--- config.mk ---
export PLATFORM = sky130hd
export DESIGN_NAME = score_ctrl
export DESIGN_NICKNAME = d
export VERILOG_FILES = /design/src/rtl/score_ctrl.sv
export SDC_FILE = /design/constraint.sdc
export NUM_CORES = 1
export LEC_CHECK = 0
export CAP_MARGIN = 20
export CORE_UTILIZATION = 58
export CTS_BUF_LIST = sky130_fd_sc_hd__clkbuf_2 sky130_fd_sc_hd__clkbuf_4 sky130_fd_sc_hd__clkbuf_8
export CTS_CLUSTER_DIAMETER = 40
export DETAILED_ROUTE_END_ITERATION = 12
export GPL_TIMING_DRIVEN = 0
export MAX_ROUTING_LAYER = met4
export PLACE_DENSITY = 0.93
export SYNTH_ARGS = -nofsm -noshare
export SYNTH_HDL_FRONTEND = slang
export SYNTH_SLANG_ARGS = --single-unit
--- constraint.sdc ---
create_clock -name clk -period 4.4 [get_ports clk]
set_input_delay 0.88 -clock clk [delete_from_list [all_inputs] [get_ports clk]]
set_output_delay 0.88 -clock clk [all_outputs]
set_load 0.03 [all_outputs]
--- src/rtl/score_ctrl.sv ---
// score_ctrl: arbitrates line-clear/drop awards, adds them digit-serially into a BCD score,
// and publishes the score only on frame_start so the display never changes mid-frame.
module score_ctrl #(
    parameter logic [15:0] PTS1     = 16'h0100,
    parameter logic [15:0] PTS2     = 16'h0300,
    parameter logic [15:0] PTS3     = 16'h0500,
    parameter logic [15:0] PTS4     = 16'h0800,
    parameter logic [15:0] DROP_PTS = 16'h0001
) (
    input  logic        clk,
    input  logic        rst_n,
    input  logic        game_clr,
    input  logic        clear_req,
    input  logic [2:0]  clear_lines,
    output logic        clear_ack,
    input  logic        drop_req,
    output logic        drop_ack,
    input  logic        frame_start,
    output logic [15:0] score_out,
    output logic        busy
);
    localparam logic [0:0] S_IDLE = 1'b0;
    localparam logic [0:0] S_ADD  = 1'b1;

    logic [0:0]  r_state, w_state_n;
    logic [15:0] r_work, w_work_n;
    logic [15:0] r_op, w_op_n;
    logic [15:0] w_score_n, w_pts;
    logic [1:0]  r_d, w_d_n;
    logic        r_c, w_c_n;
    logic        r_dirty, w_dirty_n;
    logic        w_cack_n, w_dack_n;
    logic [3:0]  w_wd, w_od, w_dig;
    logic [4:0]  w_s;

    assign w_pts = clear_lines == 3'd1 ? PTS1 :
                   clear_lines == 3'd2 ? PTS2 :
                   clear_lines == 3'd3 ? PTS3 :
                   clear_lines == 3'd4 ? PTS4 : 16'h0000;
    assign w_wd  = r_work[{r_d, 2'b00} +: 4];
    assign w_od  = r_op[{r_d, 2'b00} +: 4];
    assign w_s   = {1'b0, w_wd} + {1'b0, w_od} + {4'b0000, r_c};
    // s <= 19, so the 4-bit wraparound of s-10 yields the correct digit
    assign w_dig = w_s > 5'd9 ? w_s[3:0] - 4'd10 : w_s[3:0];

    always_comb begin
        w_state_n = r_state;
        w_work_n  = r_work;
        w_op_n    = r_op;
        w_score_n = score_out;
        w_d_n     = r_d;
        w_c_n     = r_c;
        w_dirty_n = r_dirty;
        w_cack_n  = 1'b0;
        w_dack_n  = 1'b0;
        if (game_clr) begin
            w_state_n = S_IDLE;
            w_work_n  = 16'h0000;
            w_score_n = 16'h0000;
            w_dirty_n = 1'b0;
        end else if (r_state == S_ADD) begin
            w_work_n[{r_d, 2'b00} +: 4] = w_dig;
            w_c_n = w_s > 5'd9;
            w_d_n = r_d + 2'd1;
            if (r_d == 2'd3) begin
                w_work_n  = w_s > 5'd9 ? 16'h9999 : w_work_n;
                w_dirty_n = r_dirty | (r_op != 16'h0000);
                w_state_n = S_IDLE;
            end
        end else begin
            if (frame_start && r_dirty) begin
                w_score_n = r_work;
                w_dirty_n = 1'b0;
            end
            if (clear_req || drop_req) begin
                w_state_n = S_ADD;
                w_d_n     = 2'd0;
                w_c_n     = 1'b0;
                w_cack_n  = clear_req;
                w_dack_n  = !clear_req;
                w_op_n    = clear_req ? w_pts : DROP_PTS;
            end
        end
    end

    always_ff @(posedge clk or negedge rst_n) begin
        if (!rst_n) begin
            r_state   <= S_IDLE;
            r_work    <= 16'h0000;
            r_op      <= 16'h0000;
            r_d       <= 2'd0;
            r_c       <= 1'b0;
            r_dirty   <= 1'b0;
            score_out <= 16'h0000;
            clear_ack <= 1'b0;
            drop_ack  <= 1'b0;
            busy      <= 1'b0;
        end else begin
            r_state   <= w_state_n;
            r_work    <= w_work_n;
            r_op      <= w_op_n;
            r_d       <= w_d_n;
            r_c       <= w_c_n;
            r_dirty   <= w_dirty_n;
            score_out <= w_score_n;
            clear_ack <= w_cack_n;
            drop_ack  <= w_dack_n;
            busy      <= (w_state_n == S_ADD) | w_dirty_n;
        end
    end
endmodule

==> results of run 1 <==
## layout make-up
class | instances | area share
buffer | 11 | 0.0154
clock buffer | 5 | 0.0241
clock inverter | 2 | 0.0123
inverter | 18 | 0.0237
multi-input combinational | 153 | 0.411
sequential | 45 | 0.395
tap | 50 | 0.0219
timing repair buffer | 27 | 0.0965
## metrics by stage
step                      hold slack, ns  power, W  std cells
after floorplan                    0.460  0.000626        227
after global routing               0.521   0.00104        311
after global placement             0.474  0.000691        303
after detailed placement           0.484  0.000699        304
final                              0.506  0.000997        311
after CTS                          0.503  0.000994        311
## critical path, cell delays in order, from the launching register on
cell      delay (ns)
dfrtp_1         0.40
clkbuf_1        0.46
mux4_2          0.38
inv_1           0.11
fa_1            0.25
inv_1           0.07
fa_1            0.53
inv_1           0.11
a221o_1         0.39
o31ai_4         0.51
mux2i_1         0.49
o22ai_2         0.15
## how the worst max path moves through the flow
stage                       start  depth (start not counted)  slack (ns)                     to
2_1_floorplan  r_d[0]$_DFFE_PN0P_                         11        1.01  r_work[5]$_DFFE_PN0P_
3_3_place_gp   r_d[0]$_DFFE_PN0P_                         11        0.58  r_work[5]$_DFFE_PN0P_
3_5_place_dp   r_d[1]$_DFFE_PN0P_                         11        0.54  r_work[5]$_DFFE_PN0P_
4_1_cts        r_d[1]$_DFFE_PN0P_                         11        0.48  r_work[5]$_DFFE_PN0P_
5_1_grt        r_d[1]$_DFFE_PN0P_                         11        0.26  r_work[5]$_DFFE_PN0P_
6_report       r_d[1]$_DFFE_PN0P_                         11        0.42  r_work[5]$_DFFE_PN0P_
## state kept, by name (all words and copies together) (netlist names)
register	count
r_op	5
r_d	2
r_work	16
r_dirty	1
r_state	1
score_out	16
drop_ack	1
r_c	1
clear_ack	1
busy	1
## layer usage
metal / vias up / part of all wire / global-route usage
met1: 947 / 0.41 / 0.359
met2: 121 / 0.48 / 0.458
met5: - / 0 / -
met3: 14 / 0.083 / 0.0616
met4: 0 / 0.027 / 0.122
li1: 912 / - / -
## placed cells by master, fill, tap and decap left out, types with 4 or more instances in the layout
| cell type | count |
|---|---|
| clkbuf_8 | 5 |
| o2bb2ai_1 | 4 |
| nand3b_1 | 4 |
| mux4_2 | 4 |
| a32o_1 | 5 |
| clkdlybuf4s50_1 | 25 |
| nand2_1 | 13 |
| clkbuf_1 | 9 |
| a211oi_1 | 5 |
| a21oi_1 | 7 |
| ha_1 | 10 |
| o21ai_0 | 7 |
| nor2_1 | 22 |
| a22o_1 | 17 |
| and3_1 | 5 |
| dfrtp_1 | 45 |
| inv_1 | 17 |
## cells by family (layout without fill, tap and decap cells)
logic type	after synthesis	after routing	share of synthesized area
simple gates	65	65	0.135
compound gates	67	67	0.225
flops	45	45	0.467
xor+xnor	2	2	0.00727
buf+inv	29	63	0.0462
fa+ha+maj	12	12	0.0685
mux	7	7	0.0504
## report_power, final
group	leakage (nW)	internal, W	switching, W
clock	0.0540	0.000165	0.000128
combinational	0.581	0.0000903	0.000164
sequential	0.617	0.000434	0.0000156
total	1.25	0.000689	0.000308
==> flow_metrics.env, run 1 <==
export IMPL_status="completed"
export IMPL_regArea_um2=1130
export IMPL_drv_slew=0
export IMPL_rrSetupSlack_ns=0.42
export IMPL_synthCells=227
export IMPL_fin_setup_tns_ns=0
export IMPL_rows=23
export IMPL_ios=28
export IMPL_synth_common_cells="dfrtp_1 (45), nor2_1 (22), a22o_1 (17), inv_1 (17), nand2_1 (13)"
export IMPL_r2r_end="r_work[5]$_DFFE_PN0P_"
export IMPL_worstPathArrival_ns=4.15
export IMPL_yosysWarnings=0
export IMPL_cts_buffer_depth=2
export IMPL_hold_class="input port to async pin"
export IMPL_grt_max_degree=29
export IMPL_cp_required_ns=4.57
export IMPL_hold_viol=0
export IMPL_dpl_instance_area_um2=2750
export IMPL_gr_usage_all_layers=0.289
export IMPL_ctsHoldBuffers=0
export IMPL_finalClockSkew_ns=0.00620
export IMPL_detailed_place_hpwl_um=4000
export IMPL_initialDrtViolationCount=204
export IMPL_cts_tree="yes"
export IMPL_ys_seq_elements=45
export IMPL_cts_root_buf="clkbuf_8"
export IMPL_fp_dieH_um=66.5
export IMPL_post_cts_setup_buffers=0
export IMPL_core_area_um2=4000
export IMPL_grt_overflow_total=0
export IMPL_power_density_nw_per_um2=349
export IMPL_numCtsBuffers=5
export IMPL_path_max_fanout=10
export IMPL_die_w_um=66.5
export IMPL_routed_wl_um=5500
export IMPL_start_util=0.602
export IMPL_critPathCaptureType="register"
export IMPL_syn_area_um2=2410
export IMPL_synth_flop_cell="dfrtp_1"
export IMPL_worst_slack_ns=0.422
export IMPL_start_kind="register"
export IMPL_synthTopCellsByArea="dfrtp_1 (47%), a22o_1 (6.2%), ha_1 (5.2%)"
export IMPL_maxCapViolCount=0
export IMPL_route_detailed_drc=0
export IMPL_synthToLayoutAreaGrowth_pct=18.3
export IMPL_wire_per_inst_um=17.7
export IMPL_fmaxAchievable_mhz=251
export IMPL_syn_nets=248
export IMPL_grt_pass1_vias=1855
export IMPL_routed_via_count=1994
export IMPL_synth_most_common_cell="dfrtp_1"
export IMPL_drt_pass1_iter_count=5
export IMPL_post_cts_resized=0
export IMPL_yosysTopAreaCellShare=0.467
export IMPL_antenna_found_initial=0
export IMPL_dieArea_um2=4420
export IMPL_ant_nets=0
export IMPL_worst_slew_pin_slew_ns=0.762
export IMPL_numClockSinks=45
export IMPL_synth_async_reset_ratio=1.00
export IMPL_ir_drop_mv=0.366
export IMPL_stdcell_area_um2=2850
export IMPL_via_per_inst=6.41
export IMPL_finalNetCount=282
export IMPL_setup_viol=0
export IMPL_rsz0062_at_grt="no"
export IMPL_insertion_delay_ns=0.29
export IMPL_synth_edff_count=0
export IMPL_clkTransAtPathRegs_ns=0.08
export IMPL_portBuffers=26
export IMPL_period_needed_ns=3.98
export IMPL_ys_seq_area_frac=0.467
export IMPL_rr_worst_depth=11
export IMPL_min_period_over_period=0.904
export IMPL_final_util=0.713
export IMPL_slew_headroom=0.490
export IMPL_leakagePower_nw=1.25
export IMPL_nFillCells=308
export IMPL_critPathKind="register to register"
export IMPL_crit_reg2reg_launch="r_d[1]$_DFFE_PN0P_"
export IMPL_n_antenna_cell=0
export IMPL_drive_gt1_frac=0.0958
export IMPL_gp_congestion=0.943
export IMPL_yosysTopAreaCell="dfrtp_1"
export IMPL_multi_input_area_um2=1170
export IMPL_ys_types=46
export IMPL_avgSynthCellArea_um2=10.6
export IMPL_place_ws_ns=0.540
export IMPL_grt_first_pass_wirelength_um=9010
export IMPL_cts_htree_levels=2
No activity file was read; power rests on OpenSTA's default activity.
==> run 2, diff against run 1 <==
--- a/config.mk
+++ b/config.mk
@@ -8,7 +8,6 @@
 export CAP_MARGIN = 20
 export CORE_UTILIZATION = 58
 export CTS_BUF_LIST = sky130_fd_sc_hd__clkbuf_2 sky130_fd_sc_hd__clkbuf_4 sky130_fd_sc_hd__clkbuf_8
-export CTS_CLUSTER_DIAMETER = 40
 export DETAILED_ROUTE_END_ITERATION = 12
 export GPL_TIMING_DRIVEN = 0
 export MAX_ROUTING_LAYER = met4
==> results of run 2 <==
Same layout as run 1: the final DEF is identical, and so are final timing and power.
==> run 3, diff against run 2 <==
--- a/config.mk
+++ b/config.mk
@@ -12,6 +12,7 @@
 export GPL_TIMING_DRIVEN = 0
 export MAX_ROUTING_LAYER = met4
 export PLACE_DENSITY = 0.93
+export SKIP_CTS_REPAIR_TIMING = 1
 export SYNTH_ARGS = -nofsm -noshare
 export SYNTH_HDL_FRONTEND = slang
 export SYNTH_SLANG_ARGS = --single-unit
==> results of run 3 <==
Same layout as run 1: the final DEF is identical, and so are final timing and power.
